<file path="config.mk">
export PLATFORM = sky130hd
export DESIGN_NAME = parity_stream_flat
export DESIGN_NICKNAME = d
export VERILOG_FILES = /design/src/rtl/updi_pkg.sv /design/src/rtl/parity_stream_if.sv /design/src/rtl/err_counter_sat.sv /design/src/rtl/parity_stream.sv /design/src/flat_wrapper.sv
export SDC_FILE = /design/constraint.sdc
export NUM_CORES = 1
export LEC_CHECK = 0
export BUFFER_PORTS_ARGS = -buffer_cell sky130_fd_sc_hd__buf_4
export CORE_ASPECT_RATIO = 2
export CORE_UTILIZATION = 40
export CTS_CLUSTER_DIAMETER = 50
export DETAILED_ROUTE_END_ITERATION = 6
export PLACE_DENSITY = 0.62
export SYNTH_ARGS = -nofsm -noshare
export SYNTH_HDL_FRONTEND = slang
export SYNTH_SLANG_ARGS = --single-unit
</file>
<file path="constraint.sdc">
create_clock -name clk -period 3.4 [get_ports clk]
set_clock_uncertainty 0.1 [all_clocks]
set_input_delay 0.17 -clock clk [delete_from_list [all_inputs] [get_ports clk]]
set_output_delay 0.17 -clock clk [all_outputs]
set_load 0.01 [all_outputs]
</file>
<file path="src/rtl/updi_pkg.sv">
// Shared UPDI link types: parity mode encoding and the parity FSM state set.
package updi_pkg;

  typedef enum logic [1:0] {
    PAR_NONE = 2'b00,
    PAR_EVEN = 2'b01,
    PAR_ODD  = 2'b10,
    PAR_RSVD = 2'b11
  } parity_mode_t;

  typedef enum logic [1:0] {
    S_IDLE  = 2'b00,
    S_DATA  = 2'b01,
    S_CHECK = 2'b10
  } state_t;

endpackage

</file>
<file path="src/rtl/parity_stream_if.sv">
// Control/strobe inputs and status outputs of the serial parity engine.
// Strobe semantics: bit_in is consumed on every rising edge where bit_valid is
// high (there is no back-pressure); start is a one-cycle pulse that wins over
// a coincident bit_valid.
interface parity_stream_if #(
  parameter int ERR_CNT_W = 8
);
  logic [1:0]           mode;
  logic                 start;
  logic                 bit_valid;
  logic                 bit_in;
  logic                 clr_count;
  logic                 busy;
  logic                 parity_out;
  logic                 parity_valid;
  logic                 done;
  logic                 parity_err;
  logic [ERR_CNT_W-1:0] err_count;

  modport master (
    output mode, start, bit_valid, bit_in, clr_count,
    input  busy, parity_out, parity_valid, done, parity_err, err_count
  );

  modport slave (
    input  mode, start, bit_valid, bit_in, clr_count,
    output busy, parity_out, parity_valid, done, parity_err, err_count
  );
endinterface

</file>
<file path="src/rtl/err_counter_sat.sv">
// Saturating event counter with synchronous clear; clear beats a coincident increment.
module err_counter_sat #(
  parameter int W = 8
) (
  input  logic         clk,
  input  logic         rst,
  input  logic         clr,
  input  logic         inc,
  output logic [W-1:0] count
);

  always_ff @(posedge clk or posedge rst) begin
    if (rst) begin
      count <= '0;
    end else if (clr) begin
      count <= '0;
    end else if (inc && (count != {W{1'b1}})) begin
      count <= count + W'(1);
    end
  end

endmodule

</file>
<file path="src/rtl/parity_stream.sv">
// Bit-serial parity generator/checker for UART-style frames with a
// saturating mismatch counter; FSM state is exported on dbg_state.
module parity_stream
  import updi_pkg::*;
#(
  parameter int BITS      = 8,
  parameter int ERR_CNT_W = 8
) (
  input  logic             clk,
  input  logic             rst,
  parity_stream_if.slave   bus,
  output state_t           dbg_state
);

  localparam int            CW   = $clog2(BITS + 1);
  localparam logic [CW-1:0] LAST = CW'(BITS - 1);

  state_t        state_q, state_d;
  parity_mode_t  mode_q, mode_d;
  logic [CW-1:0] cnt_q, cnt_d;
  logic          acc_q, acc_d;
  logic          pout_q, pout_d;
  logic          pv_q, pv_d;
  logic          done_q, done_d;
  logic          perr_q, perr_d;
  logic          err_inc;
  logic          acc_next;

  assign acc_next = acc_q ^ bus.bit_in;

  always_ff @(posedge clk or posedge rst) begin
    if (rst) begin
      state_q <= S_IDLE;
      mode_q  <= PAR_NONE;
      cnt_q   <= '0;
      acc_q   <= 1'b0;
      pout_q  <= 1'b0;
      pv_q    <= 1'b0;
      done_q  <= 1'b0;
      perr_q  <= 1'b0;
    end else begin
      state_q <= state_d;
      mode_q  <= mode_d;
      cnt_q   <= cnt_d;
      acc_q   <= acc_d;
      pout_q  <= pout_d;
      pv_q    <= pv_d;
      done_q  <= done_d;
      perr_q  <= perr_d;
    end
  end

  always_comb begin
    state_d = state_q;
    mode_d  = mode_q;
    cnt_d   = cnt_q;
    acc_d   = acc_q;
    pout_d  = pout_q;
    pv_d    = 1'b0;
    done_d  = 1'b0;
    perr_d  = perr_q;
    err_inc = 1'b0;
    if (bus.start) begin
      // Restart from any state; a coincident data/parity bit is dropped.
      // The reserved encoding behaves exactly like "none".
      if ((bus.mode == PAR_EVEN) || (bus.mode == PAR_ODD)) begin
        mode_d = parity_mode_t'(bus.mode);
      end else begin
        mode_d = PAR_NONE;
      end
      cnt_d   = '0;
      acc_d   = 1'b0;
      pout_d  = 1'b0;
      perr_d  = 1'b0;
      state_d = S_DATA;
    end else begin
      case (state_q)
        S_DATA: begin
          if (bus.bit_valid) begin
            acc_d = acc_next;
            cnt_d = cnt_q + CW'(1);
            if (cnt_q == LAST) begin
              if (mode_q == PAR_NONE) begin
                done_d  = 1'b1;
                perr_d  = 1'b0;
                state_d = S_IDLE;
              end else begin
                pout_d  = acc_next ^ (mode_q == PAR_ODD);
                pv_d    = 1'b1;
                state_d = S_CHECK;
              end
            end
          end
        end
        S_CHECK: begin
          if (bus.bit_valid) begin
            done_d  = 1'b1;
            perr_d  = (bus.bit_in != pout_q);
            err_inc = (bus.bit_in != pout_q);
            state_d = S_IDLE;
          end
        end
        default: ;
      endcase
    end
  end

  err_counter_sat #(
    .W (ERR_CNT_W)
  ) u_err_cnt (
    .clk   (clk),
    .rst   (rst),
    .clr   (bus.clr_count),
    .inc   (err_inc),
    .count (bus.err_count)
  );

  assign bus.busy         = (state_q != S_IDLE);
  assign bus.parity_out   = pout_q;
  assign bus.parity_valid = pv_q;
  assign bus.done         = done_q;
  assign bus.parity_err   = perr_q;
  assign dbg_state        = state_q;

endmodule

</file>
<file path="src/flat_wrapper.sv">
// flat-port wrapper written by rule: the top's interface ports become plain ports
module parity_stream_flat import updi_pkg::*;
#(
  parameter int BITS      = 8,
  parameter int ERR_CNT_W = 8
)
  (clk, rst, dbg_state, bus_mode, bus_start, bus_bit_valid, bus_bit_in, bus_clr_count, bus_busy, bus_parity_out, bus_parity_valid, bus_done, bus_parity_err, bus_err_count);
  parity_stream_if #(.ERR_CNT_W(ERR_CNT_W)) bus_i ();
  input  logic clk;
  input  logic rst;
  output state_t dbg_state;
  input wire logic [$bits(bus_i.mode)-1:0] bus_mode;
  input wire logic [$bits(bus_i.start)-1:0] bus_start;
  input wire logic [$bits(bus_i.bit_valid)-1:0] bus_bit_valid;
  input wire logic [$bits(bus_i.bit_in)-1:0] bus_bit_in;
  input wire logic [$bits(bus_i.clr_count)-1:0] bus_clr_count;
  output wire logic [$bits(bus_i.busy)-1:0] bus_busy;
  output wire logic [$bits(bus_i.parity_out)-1:0] bus_parity_out;
  output wire logic [$bits(bus_i.parity_valid)-1:0] bus_parity_valid;
  output wire logic [$bits(bus_i.done)-1:0] bus_done;
  output wire logic [$bits(bus_i.parity_err)-1:0] bus_parity_err;
  output wire logic [$bits(bus_i.err_count)-1:0] bus_err_count;
  assign bus_i.mode = bus_mode;
  assign bus_i.start = bus_start;
  assign bus_i.bit_valid = bus_bit_valid;
  assign bus_i.bit_in = bus_bit_in;
  assign bus_i.clr_count = bus_clr_count;
  assign bus_busy = bus_i.busy;
  assign bus_parity_out = bus_i.parity_out;
  assign bus_parity_valid = bus_i.parity_valid;
  assign bus_done = bus_i.done;
  assign bus_parity_err = bus_i.parity_err;
  assign bus_err_count = bus_i.err_count;
  parity_stream #(.BITS(BITS), .ERR_CNT_W(ERR_CNT_W)) u_core (.clk(clk), .rst(rst), .bus(bus_i), .dbg_state(dbg_state));
endmodule
</file>
* Word-level counts from Yosys, hierarchy flattened
Cells that the tools add are included.
** Storage, ports and cells
- Register bits :: 21
- Input port bits :: 8
- Output and inout bits :: 15
** Cells by class
- Add/sub/neg operators :: 2
- Equal/unequal tests :: 13
- Mux-type cells :: 40
- Bitwise operators :: 2
- Reductions and logical operators :: 13
** Operators with widths (count)
- $mux W1 :: 26
- $mux W8 :: 2
- $mux W2 :: 6
- $mux W4 :: 3
- $reduce_bool A2 Y1 :: 5
- $add A8 B1 Y8 const B :: 1
- $ne A8 B8 Y1 const B :: 1
- $reduce_and A4 Y1 :: 2
- $eq A2 B2 Y1 const B :: 3
- $ne A3 B2 Y1 const B :: 2
- $ne A3 B3 Y1 const B :: 2
- $reduce_and A5 Y1 :: 1
- $add A4 B1 Y4 const B :: 1
- $eq A2 B1 Y1 const B :: 2
- $eq A4 B3 Y1 const B :: 1
- $pmux W1 S2 :: 2
- $pmux W2 S2 :: 1
- $reduce_bool A3 Y1 :: 1
- $logic_not A2 Y1 :: 1
- $ne A2 B2 Y1 const B :: 1
- $reduce_and A2 Y1 :: 1
- $xor A1 B1 Y1 :: 2
- $logic_and A1 B1 Y1 :: 1
- $logic_or A1 B1 Y1 :: 1
- $ne A1 B1 Y1 :: 1

* Depth between registers and ports, before layout
- Depth in word-level cells :: 7
- Depth in mapped cells :: 6
- Mapped depth without buffers :: 6

* By module
Synthesis repeated with hierarchy kept, for this count alone.
** Second synthesis, totals
- Cells, all modules :: 118
- Area total of the unflattened synthesis :: 1194.9 µm²
** Modules (own cells, without submodules)
- parity_stream :: instances 1, cells each 69, area an instance 690.7 µm², sequential area each 325.3 µm²
- err_counter_sat :: instances 1, cells each 49, area an instance 504.2 µm², sequential area each 200.2 µm²

* Worst setup path after synthesis
Ideal clock, no wire load.
- Kind :: register to register
- From :: register u_core.state_q[0] (netlist: u_core.dbg_state[0])
- To :: register u_core.u_err_cnt.count[4]
- Library setup time :: 131 ps
- Arrival :: 1508 ps
- Path slack :: 1661 ps
- Stages on the path, launching flop included :: 7
- Path buffers :: 0
- Cell sequence :: dfrtp_1 inv_1 ha_1 nand4b_2 a2111oi_2 xnor2_1 nor2_1
** On the way
- Word-level cells in the longest chain between the ends :: 5
** RTL lines
- start: declaration :: line parity_stream.sv:18 : state_t state_q, state_d;
- start signal: assignment :: line parity_stream.sv:42 : state_q <= state_d;
- $eq A2 B2 Y1 :: line parity_stream.sv:77 : case (state_q)
- $mux W1 :: line parity_stream.sv:77
- $mux W1 :: line parity_stream.sv:63 : if (bus.start) begin
- $logic_and A1 B1 Y1 :: line err_counter_sat.sv:17 : end else if (inc && (count != {W{1'b1}})) begin
- $reduce_bool A2 Y1 (no source line)
- end signal: assignment :: line err_counter_sat.sv:18 : count <= count + W'(1);
- end: declaration :: line err_counter_sat.sv:9 : output logic [W-1:0] count
No other way between the ends.
A chain may end at the register's enable or synchronous reset.

* Worst setup path in the final report
Same ends and word-level chain as after synthesis.

==> flow_summary.json <==
{
  "cts_buffer_depth": 2,
  "track_usage_pct": 19.1,
  "diodes": 0,
  "maxCapViolations": 0,
  "ys_ff_latch": 21,
  "max_freq_mhz": 538,
  "netlist_instances": 122,
  "vdd_drop_max_uv": 171,
  "tritoncts": "done",
  "synth.distinct_cells": 39,
  "ios": 23,
  "endpoint_kind": "flop",
  "fin_cells": 176,
  "first_pass_iters": 4,
  "dpl.hpwl_um": 1940,
  "clk-insertion-delay-late_ns": 0.26,
  "netlist_top_cells_count": "21 x dfrtp_1, 11 x nand2_1, 11 x nor2_1",
  "numPortBuffers": 22,
  "cp.arrival_ns": 1.91,
  "tightest_slew_ns": 0.807,
  "rsz0062_at_grt": "no",
  "crit_type": "flop to flop",
  "power_density_nw_per_um2": 324,
  "grt_start_max_net_pins": 22,
  "placed_area_um2": 1370,
  "vias": 986,
  "synth_area_leader_cell": "dfrtp_1",
  "first_global_vias": 969,
  "dp.cells": 170,
  "clock-sinks": 21,
  "overflow": 0,
  "start_util_pct": 42.6,
  "power_w": 0.000464,
  "drc": 0,
  "synth_flop_cell": "dfrtp_1",
  "cts_buffers": 3,
  "critPathTopFamily": "flip-flops",
  "antenna_found_initial": 0,
  "yosysMostFrequentCell": "dfrtp_1",
  "post-route-period-util_pct": 54.6,
  "avgViaCountPerCell": 5.60,
  "clk_pin_slew_ns": 0.08,
  "wl_per_cell_um": 14.6,
  "drt.antenna.violating_nets": 0,
  "finalInstanceArea_um2": 1430,
  "syn_area_um2": 1180,
  "drive_gt1_share_pct": 22.4,
  "drtIter0Drc": 20,
  "cp_max_fo": 7,
  "die_h_um": 78.8,
  "synth_edf_count": 0,
  "cp_slowest_cell": "dfrtp_1",
  "hold_violations": 0,
  "slew_violations": 0,
  "netlist_top_cells_area": "dfrtp_1 45%, ha_1 5.3%, a21oi_1 3.8%, nand2_1 3.5%, nor2_1 3.5%",
  "max_stage_delay_ns": 0.42,
  "dp_slack_ns": 1.55,
  "cts_setup_buffers": 0,
  "htree_levels": 1,
  "fin_setup_tns_ns": 0,
  "setup_viol": 0,
  "wl_um": 2570,
  "min_period_ns": 1.86,
  "rows": 27,
  "startpoint_type": "flop",
  "path_cells": "inv_1, ha_1, nand4b_2, a2111oi_2, xnor2_1, nor2_1",
  "required_ns": 3.45,
  "routabilityCongestion": 0.714,
  "status": "finished clean",
  "ys.warnings.count": 0,
  "core_um2": 2770,
  "slew_headroom_pct": 46.2,
  "nets": 161,
  "p_leak_nw": 0.648,
  "grt_pass1_wl_um": 4350,
  "syn_to_final_growth_pct": 21.3,
  "final.setup.worst_slack_ns": 1.54,
  "hp-class": "input pin to flop",
  "syn-num-nets": 135,
  "cts_resized": 0,
  "synth_top_area_share_pct": 44.5,
  "die_w_um": 40.4,
  "dieArea_um2": 3180,
  "seq_area_frac_synth_pct": 44.5,
  "cts_root_buf": "clkbuf_8",
  "syn-mean-instance-area_um2": 9.67,
  "async_reset_ff_share_pct": 100,
  "ctsHoldBuffers": 2,
  "crit_buf_inv": 1
}
==> kinds of logic (layout without fill, tap and decap cells) <==
| logic type | Yosys count | count (layout) | synth area share, % |
|---|---|---|---|
| AND/OR/NAND/NOR | 53 | 53 | 25.2 |
| AO/OA/AOI/OAI | 24 | 24 | 13.3 |
| flip-flops | 21 | 21 | 44.5 |
| buffers and inverters | 9 | 34 | 3.18 |
| XOR/XNOR | 7 | 7 | 5.83 |
| adder cells (fa/ha/maj) | 5 | 5 | 5.30 |
| multiplexers | 3 | 3 | 2.65 |
==> routing by layer <==
layer | global-route usage, % | wire length (um) | part of all wire (%) | vias up
met4 | 7.00 | 36 | 1.4 | 0
met3 | 1.96 | 72 | 2.8 | 4
met5 | 0 | 0 | 0 | -
li1 | - | - | - | 477
met2 | 32.9 | 1440 | 56 | 20
met1 | 22.5 | 1020 | 40 | 485
==> where the power goes <==
group	leakage [nW]	internal, W	switching, W	total (W)
clock network	0.0228	0.0000834	0.0000800	0.000163
registers	0.284	0.000255	0.00000442	0.000259
logic	0.341	0.0000159	0.0000251	0.0000410
==> final timing paths <==
path	startpoint	to	slack, ns	cells past startpoint
min in group asynchronous	rst	u_core.dbg_state[0]$_DFFE_PP0P_	0.53	3
worst max register to register	u_core.dbg_state[0]$_DFFE_PP0P_	u_core.u_err_cnt.count[4]$_DFFE_PP0P_	1.54	6
max in group asynchronous	rst	u_core.bus.parity_out$_DFFE_PP0P_	2.17	3
worst min-delay path	bus_clr_count	u_core.u_err_cnt.count[5]$_DFFE_PP0P_	0.04	2
worst min register to register	u_core.mode_q[1]$_DFFE_PP0P_	u_core.mode_q[1]$_DFFE_PP0P_	0.45	2
worst max-delay path	u_core.dbg_state[0]$_DFFE_PP0P_	u_core.u_err_cnt.count[4]$_DFFE_PP0P_	1.54	6
==> stage by stage <==
stage	util, %	hold slack [ns]
after floorplan	-	0.0465
after global placement	49.3	0.256
after detailed placement	49.3	0.260
after CTS	51.7	0.0365
after global routing	51.7	0.0316
final	51.7	0.0363
==> registers in the layout (all words and copies together) (netlist names) <==
| signal | flops |
|---|---|
| u_core.u_err_cnt.count | 8 |
| u_core.bus.done | 1 |
| u_core.acc_q | 1 |
| u_core.bus.parity_err | 1 |
| u_core.mode_q | 2 |
| u_core.bus.parity_out | 1 |
| u_core.dbg_state | 2 |
| u_core.cnt_q | 4 |
| u_core.bus.parity_valid | 1 |
==> worst register-to-register path, stage by stage (launching register included) <==
cell and delay (ns):
dfrtp_1 0.42, inv_1 0.09, ha_1 0.31, nand4b_2 0.21, a2111oi_2 0.40, xnor2_1 0.16, nor2_1 0.05
==> final cells by class <==
cell class / count / area [um2]
fill: 262 / 1340
timing repair buffer: 24 / 185
multi-input combinational: 92 / 617
tap: 29 / 36.3
sequential: 21 / 526
inverter: 6 / 22.5
clock buffer: 4 / 45.0
==> layout by cell type (no fill, tap or decap), drive strengths merged, types with 5 or more instances in the layout <==
master,count
a21oi,9
buf,22
dfrtp,21
ha,5
inv,6
nand2,11
nand3,5
nor2,11
nor2b,5
Power figures use the tool's default switching activity.
